<file path="src/rtl/ir_shot_sequencer_pkg.sv">
// Shared types and constants for the IR shot sequencer: FSM states,
// frame segment lengths in code units, and carrier-frequency codes.
package ir_seq_pkg;

    typedef enum logic [2:0] {
        IDLE,
        HDR_MARK,
        HDR_SPACE,
        BIT_MARK,
        BIT_SPACE,
        COOLDOWN
    } seq_state_t;

    localparam int unsigned HDR_MARK_UNITS  = 4;
    localparam int unsigned SPACE_UNITS     = 1;
    localparam int unsigned ONE_MARK_UNITS  = 2;
    localparam int unsigned ZERO_MARK_UNITS = 1;

    localparam logic [5:0] FREQ_56  = 6'd56;
    localparam logic [5:0] FREQ_38  = 6'd38;
    localparam logic [5:0] FREQ_OFF = 6'd0;

    function automatic logic is_mark(seq_state_t s);
        return (s == HDR_MARK) || (s == BIT_MARK);
    endfunction

    function automatic logic freq_legal(logic [5:0] f);
        return (f == FREQ_56) || (f == FREQ_38);
    endfunction

endpackage

</file>
<file path="src/rtl/ir_shot_sequencer_if.sv">
// Fire-control bundle between the register block (master) and the
// IR shot sequencer (slave).
interface ir_shot_sequencer_if;
    logic       fire;
    logic [3:0] team_id;
    logic [5:0] freq_sel;
    logic       ammo_load;
    logic [7:0] ammo_val;
    logic [5:0] ir_freq;
    logic       busy;
    logic       shot_done;
    logic       fire_drop;
    logic [7:0] ammo;

    modport master (
        output fire, team_id, freq_sel, ammo_load, ammo_val,
        input  ir_freq, busy, shot_done, fire_drop, ammo
    );

    modport slave (
        input  fire, team_id, freq_sel, ammo_load, ammo_val,
        output ir_freq, busy, shot_done, fire_drop, ammo
    );
endinterface

</file>
<file path="src/rtl/ir_shot_sequencer_unit_timer.sv">
// Loadable down-counter shared by every frame segment and the cooldown.
// Loading N makes expire pulse in the Nth cycle after the load edge.
module ir_unit_timer #(
    parameter int W = 26
) (
    input  logic         PCLK,
    input  logic         PRESET,
    input  logic         load,
    input  logic [W-1:0] load_val,
    output logic         expire
);

    logic [W-1:0] count_reg;
    logic         run_reg;

    assign expire = run_reg && (count_reg == '0);

    always_ff @(posedge PCLK or posedge PRESET) begin
        if (PRESET) begin
            count_reg <= '0;
            run_reg   <= 1'b0;
        end else if (load) begin
            count_reg <= load_val - 1'b1;
            run_reg   <= 1'b1;
        end else if (expire) begin
            run_reg   <= 1'b0;
        end else if (run_reg) begin
            count_reg <= count_reg - 1'b1;
        end
    end

endmodule

</file>
<file path="src/rtl/ir_shot_sequencer.sv">
// Turns an accepted fire pulse into a team-coded IR frame by gating the
// carrier code, then holds off further shots for a cooldown period.
module ir_shot_sequencer
    import ir_seq_pkg::*;
#(
    parameter int unsigned UNIT_CYC     = 60000,
    parameter int unsigned COOLDOWN_CYC = 50000000
) (
    input  logic                PCLK,
    input  logic                PRESET,
    ir_shot_sequencer_if.slave  bus
);

    localparam int unsigned HDR_CYC = HDR_MARK_UNITS * UNIT_CYC;
    localparam int unsigned MAX_CYC = (COOLDOWN_CYC > HDR_CYC) ? COOLDOWN_CYC : HDR_CYC;
    localparam int          TIMER_W = $clog2(MAX_CYC + 1);

    localparam logic [TIMER_W-1:0] HDR_LOAD   = TIMER_W'(HDR_CYC);
    localparam logic [TIMER_W-1:0] SPACE_LOAD = TIMER_W'(SPACE_UNITS * UNIT_CYC);
    localparam logic [TIMER_W-1:0] ONE_LOAD   = TIMER_W'(ONE_MARK_UNITS * UNIT_CYC);
    localparam logic [TIMER_W-1:0] ZERO_LOAD  = TIMER_W'(ZERO_MARK_UNITS * UNIT_CYC);
    localparam logic [TIMER_W-1:0] COOL_LOAD  = TIMER_W'(COOLDOWN_CYC);

    seq_state_t         state_reg, state_next;
    logic [1:0]         bit_idx_reg, bit_idx_next;
    logic [3:0]         team_reg;
    logic [5:0]         freq_reg;
    logic [7:0]         ammo_reg, ammo_next;
    logic [5:0]         ir_freq_reg, ir_freq_next;
    logic               busy_reg, busy_next;
    logic               shot_done_reg, shot_done_next;
    logic               fire_drop_reg, fire_drop_next;
    logic               accept;
    logic               timer_load;
    logic [TIMER_W-1:0] timer_val;
    logic               timer_expire;

    ir_unit_timer #(.W(TIMER_W)) u_timer (
        .PCLK     (PCLK),
        .PRESET   (PRESET),
        .load     (timer_load),
        .load_val (timer_val),
        .expire   (timer_expire)
    );

    assign accept = bus.fire && (state_reg == IDLE) && (ammo_reg != 8'd0)
                    && freq_legal(bus.freq_sel);

    always_ff @(posedge PCLK or posedge PRESET) begin
        if (PRESET) begin
            state_reg     <= IDLE;
            bit_idx_reg   <= 2'd0;
            team_reg      <= 4'd0;
            freq_reg      <= FREQ_OFF;
            ammo_reg      <= 8'd0;
            ir_freq_reg   <= FREQ_OFF;
            busy_reg      <= 1'b0;
            shot_done_reg <= 1'b0;
            fire_drop_reg <= 1'b0;
        end else begin
            state_reg     <= state_next;
            bit_idx_reg   <= bit_idx_next;
            ammo_reg      <= ammo_next;
            ir_freq_reg   <= ir_freq_next;
            busy_reg      <= busy_next;
            shot_done_reg <= shot_done_next;
            fire_drop_reg <= fire_drop_next;
            if (accept) begin
                team_reg <= bus.team_id;
                freq_reg <= bus.freq_sel;
            end
        end
    end

    // Every segment change reloads the timer on the same edge, so segments abut.
    always_comb begin
        state_next   = state_reg;
        bit_idx_next = bit_idx_reg;
        timer_load   = 1'b0;
        timer_val    = SPACE_LOAD;
        case (state_reg)
            IDLE: if (accept) begin
                state_next   = HDR_MARK;
                bit_idx_next = 2'd3;
                timer_load   = 1'b1;
                timer_val    = HDR_LOAD;
            end
            HDR_MARK: if (timer_expire) begin
                state_next = HDR_SPACE;
                timer_load = 1'b1;
            end
            HDR_SPACE: if (timer_expire) begin
                state_next = BIT_MARK;
                timer_load = 1'b1;
                timer_val  = team_reg[bit_idx_reg] ? ONE_LOAD : ZERO_LOAD;
            end
            BIT_MARK: if (timer_expire) begin
                state_next = BIT_SPACE;
                timer_load = 1'b1;
            end
            BIT_SPACE: if (timer_expire) begin
                timer_load = 1'b1;
                if (bit_idx_reg != 2'd0) begin
                    state_next   = BIT_MARK;
                    bit_idx_next = bit_idx_reg - 2'd1;
                    timer_val    = team_reg[bit_idx_next] ? ONE_LOAD : ZERO_LOAD;
                end else begin
                    state_next = COOLDOWN;
                    timer_val  = COOL_LOAD;
                end
            end
            COOLDOWN: if (timer_expire) begin
                state_next = IDLE;
            end
            default: state_next = IDLE;
        endcase
    end

    // Outputs are computed from the next state and registered alongside it.
    always_comb begin
        ir_freq_next = FREQ_OFF;
        if (is_mark(state_next)) begin
            ir_freq_next = accept ? bus.freq_sel : freq_reg;
        end
        busy_next      = (state_next != IDLE);
        shot_done_next = (state_reg == BIT_SPACE) && (state_next == COOLDOWN);
        fire_drop_next = bus.fire && !accept;
        ammo_next      = ammo_reg;
        if (bus.ammo_load) begin
            ammo_next = bus.ammo_val;
        end else if (accept) begin
            ammo_next = ammo_reg - 8'd1;
        end
    end

    assign bus.ir_freq   = ir_freq_reg;
    assign bus.busy      = busy_reg;
    assign bus.shot_done = shot_done_reg;
    assign bus.fire_drop = fire_drop_reg;
    assign bus.ammo      = ammo_reg;

endmodule

</file>
<file path="src/flat_wrapper.sv">
// flat-port wrapper written by rule: the top's interface ports become plain ports
module ir_shot_sequencer_flat import ir_seq_pkg::*;
#(
    parameter int unsigned UNIT_CYC     = 60000,
    parameter int unsigned COOLDOWN_CYC = 50000000
)
  (PCLK, PRESET, bus_fire, bus_team_id, bus_freq_sel, bus_ammo_load, bus_ammo_val, bus_ir_freq, bus_busy, bus_shot_done, bus_fire_drop, bus_ammo);
  ir_shot_sequencer_if bus_i ();
  input  logic PCLK;
  input  logic PRESET;
  input wire logic [$bits(bus_i.fire)-1:0] bus_fire;
  input wire logic [$bits(bus_i.team_id)-1:0] bus_team_id;
  input wire logic [$bits(bus_i.freq_sel)-1:0] bus_freq_sel;
  input wire logic [$bits(bus_i.ammo_load)-1:0] bus_ammo_load;
  input wire logic [$bits(bus_i.ammo_val)-1:0] bus_ammo_val;
  output wire logic [$bits(bus_i.ir_freq)-1:0] bus_ir_freq;
  output wire logic [$bits(bus_i.busy)-1:0] bus_busy;
  output wire logic [$bits(bus_i.shot_done)-1:0] bus_shot_done;
  output wire logic [$bits(bus_i.fire_drop)-1:0] bus_fire_drop;
  output wire logic [$bits(bus_i.ammo)-1:0] bus_ammo;
  assign bus_i.fire = bus_fire;
  assign bus_i.team_id = bus_team_id;
  assign bus_i.freq_sel = bus_freq_sel;
  assign bus_i.ammo_load = bus_ammo_load;
  assign bus_i.ammo_val = bus_ammo_val;
  assign bus_ir_freq = bus_i.ir_freq;
  assign bus_busy = bus_i.busy;
  assign bus_shot_done = bus_i.shot_done;
  assign bus_fire_drop = bus_i.fire_drop;
  assign bus_ammo = bus_i.ammo;
  ir_shot_sequencer #(.UNIT_CYC(UNIT_CYC), .COOLDOWN_CYC(COOLDOWN_CYC)) u_core (.PCLK(PCLK), .PRESET(PRESET), .bus(bus_i));
endmodule
</file>
<file path="config.mk">
export PLATFORM = sky130hd
export DESIGN_NAME = ir_shot_sequencer_flat
export DESIGN_NICKNAME = d
export VERILOG_FILES = /design/src/rtl/ir_shot_sequencer_pkg.sv /design/src/rtl/ir_shot_sequencer_if.sv /design/src/rtl/ir_shot_sequencer_unit_timer.sv /design/src/rtl/ir_shot_sequencer.sv /design/src/flat_wrapper.sv
export SDC_FILE = /design/constraint.sdc
export NUM_CORES = 1
export LEC_CHECK = 0
export BUFFER_PORTS_ARGS = -buffer_cell sky130_fd_sc_hd__buf_2
export CORE_MARGIN = 2
export CORE_UTILIZATION = 28
export DETAILED_ROUTE_END_ITERATION = 7
export SETUP_SLACK_MARGIN = 0.2
export SYNTH_ARGS = -nofsm -noshare
export SYNTH_HDL_FRONTEND = slang
export SYNTH_SLANG_ARGS = --single-unit
export TNS_END_PERCENT = 50
</file>
<file path="constraint.sdc">
create_clock -name PCLK -period 5.8 [get_ports PCLK]
set_clock_uncertainty 0.2 [all_clocks]
set_input_delay 0.58 -clock PCLK [delete_from_list [all_inputs] [get_ports PCLK]]
set_output_delay 0.58 -clock PCLK [all_outputs]
set_load 0.01 [all_outputs]
</file>
After elaboration in Yosys (flattened, before gate mapping)
Cells that the tools add are included.
{ "word_totals": {"ff_bits": 59, "out_inout_bits": 17, "wordCells": 87} }
{ "op_classes": {"addsub": 4, "magnitude_cmp": 2, "eq_ne": 14, "mux": 35, "n_reduce_logical": 21} }
{ "op_table": {"columns": ["operator", "count"], "rows": [
  ["2-to-1 mux 26 bit", 6],
  ["one-hot mux 26 bit (3 select lines)", 1],
  ["subtractor 26 x 1 -> 26 bit (second input constant)", 2],
  ["2-to-1 mux 17 bit", 2],
  ["logical NOT 26 bit", 1],
  ["2-to-1 mux 3 bit", 7],
  ["2-to-1 mux 18 bit", 1],
  ["one-hot mux 3 bit (6 select lines)", 1],
  ["2-to-1 mux 8 bit", 2],
  ["== test 6 bit (second input constant)", 2],
  ["2-to-1 mux 6 bit", 2],
  ["nonzero test 2 bit", 5],
  ["== test 3 x 2 -> 1 bit (second input constant)", 3],
  ["== test 3 bit (second input constant)", 3],
  ["!= test 2 x 1 -> 1 bit (second input constant)", 4],
  ["nonzero test 8 bit", 1],
  ["subtractor 8 x 1 -> 8 bit (second input constant)", 1],
  ["== test 3 x 1 -> 1 bit (second input constant)", 2],
  ["logical AND 1 bit", 6],
  ["less-than comparator 2 x 3 -> 1 bit (second input constant)", 2],
  ["2-to-1 mux 1 bit", 6],
  ["2-to-1 mux 2 bit", 3],
  ["binary-select mux 1 bit (select 2 bit)", 2],
  ["one-hot mux 2 bit (2 select lines)", 1],
  ["9 further kinds", 10]
]} }

Logic depth before layout (Yosys ltp)
Gate-level depths: netlist of the first run.
{ "depth": {"word_depth": 9, "mapped_depth": 15, "mapped_depth_nobuf": 14} }

Modules after synthesis
From an unflattened synthesis of the first run, not the netlist that was laid out.
{ "unflattened": {"cells_unflattened": 402, "area_unflattened_um2": 3943.8} }
{ "modules_own_cells": {"columns": ["mod", "n_inst", "cells_each", "area_each_um2", "seq_area_each_um2"], "rows": [
  ["ir_unit_timer", 1, 229, 2184.6, 675.6],
  ["ir_shot_sequencer", 1, 173, 1759.2, 800.8]
]} }

Worst setup path before layout of the first run
Ideal clock, no wire load.
{ "synth_path": {"path_kind": "register to register", "startpoint": "register u_core.u_timer.count_reg[12]", "endpoint": "register u_core.u_timer.count_reg[20]", "setup_ns": 0.131, "t_arrival_ns": 4.000, "t_required_ns": 5.469, "path_slack_ns": 1.469, "path_stages_with_launch": 15, "path_buffers": 2, "synth_period_minus_slack_ns": 4.331, "path_cell_list": "dfrtp_1 -> or4_4 -> or4_4 -> buf_6 -> nor3_4 -> a21oi_4 -> clkbuf_1 -> nand2_1 -> ha_1 -> nor2b_1 -> nand4_1 -> nor3_1 -> nand4_4 -> o311a_1 -> or3_1"} }
{ "synth_via": {"elab_chain_len": 6} }
{ "synth_rtl": {"columns": ["item", "line_no", "rtl"], "rows": [
  ["start, declared", "ir_shot_sequencer_unit_timer.sv:13", "logic [W-1:0] count_reg;"],
  ["start signal, assigned", "ir_shot_sequencer_unit_timer.sv:23", "count_reg <= load_val - 1'b1;"],
  ["start signal, assigned", "ir_shot_sequencer_unit_timer.sv:28", "count_reg <= count_reg - 1'b1;"],
  ["logical NOT 26 bit", "ir_shot_sequencer_unit_timer.sv:16", "assign expire = run_reg && (count_reg == '0);"],
  ["logical AND 1 bit", "ir_shot_sequencer_unit_timer.sv:16", null],
  ["2-to-1 mux 26 bit (tied with other cells)", "ir_shot_sequencer.sv:101", "BIT_SPACE: if (timer_expire) begin"],
  ["one-hot mux 26 bit (3 select lines) / one-hot mux 1 bit (2 select lines) (equally long branches)", "ir_shot_sequencer.sv:81", "case (state_reg)"],
  ["subtractor 26 x 1 -> 26 bit (tied with other cells)", "ir_shot_sequencer_unit_timer.sv:23", null],
  ["2-to-1 mux 26 bit / AND reduction 2 bit (equally long branches)", null, null]
]} }
Parallel ways exist; a longest one is shown, timed or not. The select of a mux whose other input is x is not followed.
A chain may end at the register's enable or synchronous reset.

Worst setup path after layout of the first run
{ "layout_path": {"startpoint": "register u_core.u_timer.count_reg[18]", "endpoint": "register u_core.u_timer.count_reg[20]"} }
The elaborated chain is that of the path after synthesis.

==> impl_metrics.toml, run 1 <==
[global_route]
overflow = 0
first_global_vias = 2880
grt_pass1_wl_um = 14400
antenna_found_initial = 0
grtUsageTotal = 0.140
grt_max_degree = 60

[route]
drt_first_pass_iters = 4
drt-wirelength-per-cell_um = 15.1
vias = 2940
postRouteAntennaNets = 0
drc = 0
drt_wl_total_um = 8340
viasPerCell = 5.34
drtIter0Drc = 242

[floorplanning]
rows = 39
core_region_area_um2 = 11500
io_pins = 39
dieArea_um2 = 12700
die_h_um = 113
start_util = 0.289
fp.dieW_um = 113

[synth]
ys_async_sr_fraction = 1.00
synth_area_leaders = "dfrtp_1, nand2_1, nor2_1, o21ai_0, a21oi_1"
ys_top_cells_by_count = "dfrtp_1, nand2_1, nor2_1"
synth_top_area_frac = 0.446
syn_nets = 391
yosysTopAreaCell = "dfrtp_1"
syn_inst = 366
syn_area_um2 = 3310
ys_warn_count = 0
synth_most_common_cell = "dfrtp_1"
synth_edf_count = 0
synth-main-ff-cell = "dfrtp_1"
ys_seq_area_frac = 0.446
ys_ff_latch = 59
synth.distinct_cells = 63
avgSynthCellArea_um2 = 9.05

[worst_setup_path]
cp_max_fo = 19
crit_arrival_ns = 4.76
crit_type = "reg2reg"
start_kind = "register"
end_kind = "register"
cp.required_ns = 5.80

[run_status]
status = "finished clean"

[finish]
drive_above_1_share = 0.179
regArea_um2 = 1480
fill_cells = 1177
largest_reg_flops = 26
multi_input_area_um2 = 1730
antenna_cells = 0
fin_cells = 551
final_area_um2 = 3910
nets = 428
area_delta_synth_final_pct = 18.1

[place]
numPortBuffers = 38
dp_slack_ns = 1.10
post_dp_cell_area_um2 = 3630
place_congestion = 0.902
placed_cells = 535
post-dp-hpwl_um = 5830

[pwr]
leakage_nw = 1.67
vdd_drop_max_mv = 0.118
finalPower_uw = 951
power.density_nw_per_um2 = 243

[clock_tree]
cts_tree = "yes"
clockBufferDepth = 2
ctsResizeCount = 0
clock_latency_ns = 0.33
clkTransAtPathRegs_ns = 0.06
clock-sinks = 59
cts_inserted_buffers = 9
cts_root_buf = "clkbuf_16"
postCtsHoldBufs = 0
cts_max_level = 3
cts_setup_buffers = 0

[timing]
slew_violations = 0
setup_tns_ns = 0
rsz0062_at_grt = "false"
min_period_ns = 4.75
finalCritPeriodShare = 0.820
setup-violations-final = 0
final-hold-violation-count = 0
layout_setup_ws_ns = 1.05
slew_headroom = 0.320
max_freq_mhz = 210
tightestPinTransition_ns = 1.01

[min_path]
hp-class = "in2reg"

[run]
cap_violations = 0
-- critical path, cell delays in order (launching register included) --
cell and delay, ns:
dfrtp_1 0.42, or3_1 0.43, or4b_1 0.66, nor3_4 0.45, a21oi_4 0.25, nand2_1 0.14
ha_1 0.27, nor2b_1 0.20, nand4_1 0.10, nor3_1 0.60, nand4_4 0.22, o311a_1 0.33
or3_1 0.35
-- cell families (layout without fill, tap and decap cells) --
kind of cell,count (synthesis),in the layout,share of synthesized area
mux,5,5,0.0234
compound gates,81,81,0.168
simple gates,182,182,0.289
xor+xnor,12,12,0.0317
flops,59,59,0.446
buf+inv,24,66,0.0310
fa+ha+maj,3,3,0.0113
-- placed cells by master, fill, tap and decap left out, drive strengths merged, types with 7 or more instances in the layout --
master  count
xor2        7
nand4       9
dfrtp      59
o21ai      26
and2       10
nor4       10
clkbuf      9
nor3       13
nand2b      7
inv        11
a21oi      20
nand3      10
buf        40
or4         7
nor2       38
nand2      52
or3        12
-- final cells by class --
class,instances,area share
clock inverters,7,0.0138
repair buffers,40,0.0525
inverters,10,0.00960
well taps,143,0.0457
multi-input cells,283,0.443
clock buffers,9,0.0576
flip-flops and latches,59,0.377
-- routing by layer --
layer | track usage | wire length, um | vias to the layer above
met5 | 0 | 0 | -
li1 | - | - | 1415
met3 | 0.0305 | 415 | 13
met4 | 0.0577 | 155 | 0
met1 | 0.194 | 3830 | 1406
met2 | 0.212 | 3940 | 106
-- metrics by stage --
stage          hold slack [ns]   util
2_1_floorplan            0.223      -
3_3_place_gp             0.243  0.317
3_5_place_dp             0.242  0.317
4_1_cts                  0.240  0.341
5_1_grt                  0.257  0.341
6_report                 0.245  0.341
-- final timing paths --
| kind | startpoint | endpoint | slack (ns) | depth (start not counted) |
|---|---|---|---|---|
| min in group asynchronous | PRESET | u_core.u_timer.count_reg[25] | 0.27 | 3 |
| setup reg to reg | u_core.u_timer.count_reg[18] | u_core.u_timer.count_reg[20] | 1.05 | 12 |
| hold reg to reg | u_core.freq_reg[5] | u_core.freq_reg[5] | 0.25 | 1 |
| hold / removal | bus_team_id[1] | u_core.team_reg[1] | 0.25 | 3 |
| setup / recovery | u_core.u_timer.count_reg[18] | u_core.u_timer.count_reg[20] | 1.05 | 12 |
| max in group asynchronous | PRESET | u_core.u_timer.run_reg | 4.62 | 3 |
-- where the power goes --
group	internal, mW	total [mW]	switching (mW)
logic	0.0158	0.0375	0.0217
clock network	0.290	0.488	0.198
registers	0.417	0.425	0.00786
Note: power is estimated with default switching activity, not from simulation.
==> run 2: changes to the inputs <==
==> constraint.sdc (replaced) <==
create_clock -name PCLK -period 4.1 [get_ports PCLK]
set_clock_uncertainty 0.2 [all_clocks]
set_input_delay 0.41 -clock PCLK [delete_from_list [all_inputs] [get_ports PCLK]]
set_output_delay 0.41 -clock PCLK [all_outputs]
set_load 0.01 [all_outputs]
==> impl_metrics.toml, run 2 (synthesized netlist as in run 1, its figures left out) <==
[clock_tree]
clock-sinks = 59
clkTransAtPathRegs_ns = 0.06
clock_latency_ns = 0.33
cts_tree = "yes"
cts_max_level = 3
clockBufferDepth = 2
cts_inserted_buffers = 9
cts_root_buf = "clkbuf_16"

[finish]
layout_common_cells = "dfrtp_1, nand2_1, nor2_1, buf_2, o21ai_0"
antenna_cells = 0
fill_cells = 1150
area_delta_synth_final_pct = 24.6
regArea_um2 = 1480
multi_input_area_um2 = 1790
nets = 444
final_common_cell = "dfrtp_1"
finish.utilization = 0.360
drive_above_1_share = 0.226
largest_reg_flops = 26

[route]
vias = 3068
drt_wl_total_um = 8670
drt-wirelength-per-cell_um = 15.3
viasPerCell = 5.41
drt_first_pass_iters = 6
drtIter0Drc = 252
drc = 0
postRouteAntennaNets = 0

[worst_setup_path]
worstReg2RegStart = "u_core.u_timer.count_reg[19]"
r2r_end = "u_core.u_timer.count_reg[20]"
setup.worst_path.end = "u_core.u_timer.count_reg[20]"
cp_max_fo = 7
cp.required_ns = 4.11
reg2reg_depth = 12
start_kind = "register"
end_kind = "register"
cp-startpoint = "u_core.u_timer.count_reg[19]"
r2r_slack_ns = 0.30
crit_arrival_ns = 3.81
crit_type = "reg2reg"

[global_route]
grt_pass1_wl_um = 14600
top_usage_layer = "met2"
grt_max_degree = 35
overflow = 0
grtUsageMet3 = 0.0354
grtUsageTotal = 0.141
grt_use_met1 = 0.192
antenna_found_initial = 0
first_global_vias = 2965
grt_util_met2 = 0.221

[floorplanning]
die_h_um = 113
io_pins = 39
start_util = 0.289
rows = 39
fp.dieW_um = 113
core_region_area_um2 = 11500
dieArea_um2 = 12700

[timing]
whs_ns = -0.00307
min_period_ns = 3.80
finalCritPeriodShare = 0.927
setup_tns_ns = 0
setup-violations-final = 0
slew_violations = 0
tightestPinTransition_ns = 0.794
max_freq_mhz = 263
rsz0062_at_grt = "false"
slew_headroom = 0.466
final-hold-violation-count = 2
layout_setup_ws_ns = 0.298

[place]
post-dp-hpwl_um = 6140
place_congestion = 0.856
dp_slack_ns = 0.145
numPortBuffers = 38

[pwr]
finalPower_mw = 1.46
leakage_nw = 1.78
power.density_nw_per_um2 = 355
vdd_drop_max_mv = 0.202

[run_status]
status = "complete, but fails checks"
violations = "negative hold slack"

[min_path]
hp-class = "in2async"

[run]
cap_violations = 0
[run 2: cell count changes in the layout (fill, tap and decap cells not counted), moves of 2 or more]
cell        delta
nand2_1        -2
clkinvlp_4     -2
buf_4         +16
nand2_4        +2
bufinv_16      +2
[run 2: how the worst min path moves through the flow]
stage | from | end | slack, ns | cells past startpoint
4_1_cts | PRESET | u_core.u_timer.count_reg[25] | 0.03 | 2
3_3_place_gp | u_core.freq_reg[4] | u_core.freq_reg[4] | 0.24 | 2
5_1_grt | PRESET | u_core.bus.ir_freq[3] | 0.07 | 2
2_1_floorplan | u_core.freq_reg[5] | u_core.freq_reg[5] | 0.22 | 1
3_5_place_dp | u_core.freq_reg[4] | u_core.freq_reg[4] | 0.24 | 2
6_report | PRESET | u_core.u_timer.count_reg[25] | -0.003 | 2
[run 2: metal layers]
layer,vias to the layer above,share of wire,routed length [um]
met5,-,0,0
met4,0,0.015,130
met3,21,0.070,604
met2,132,0.46,3970
met1,1464,0.46,3960
li1,1451,-,-
[run 2: per-stage QoR]
stage,std cells,area [um^2]
2_1_floorplan,366,3370
4_1_cts,561,4080
3_3_place_gp,545,3750
3_5_place_dp,545,3750
5_1_grt,567,4130
6_report,567,4130
[run 2: worst max-delay path, stage by stage, from the launching register on]
cell and delay (ns):
dfrtp_1 0.44, or3_4 0.41, or4b_4 0.59, nor3_4 0.28, a21oi_4 0.13, nand2_4 0.11
ha_4 0.17, nor2b_4 0.15, nand4_1 0.14, nor3_4 0.28, nand4_4 0.16, o311a_1 0.34
or3_1 0.30
[run 2: what timing repair did]
item                       CTS  global route
hold buffers                 0             0
pin swaps                    1             6
setup endpoints to repair    1             1
gates resized for setup      1             2
setup buffers                0             6
[run 2: area by class of cell]
class,count,share of cell area
multi-input combinational,283,0.433
inverter,10,0.00909
clock buffer,10,0.0555
clock inverter,6,0.0218
sequential,59,0.358
tap,143,0.0433
timing repair buffer,56,0.0788
[run 2: power breakdown]
| group | total, mW | internal [mW] | switching, mW | leakage (nW) |
|---|---|---|---|---|
| registers | 0.601 | 0.590 | 0.0104 | 0.734 |
| clock network | 0.811 | 0.533 | 0.278 | 0.153 |
| logic | 0.0536 | 0.0225 | 0.0311 | 0.890 |
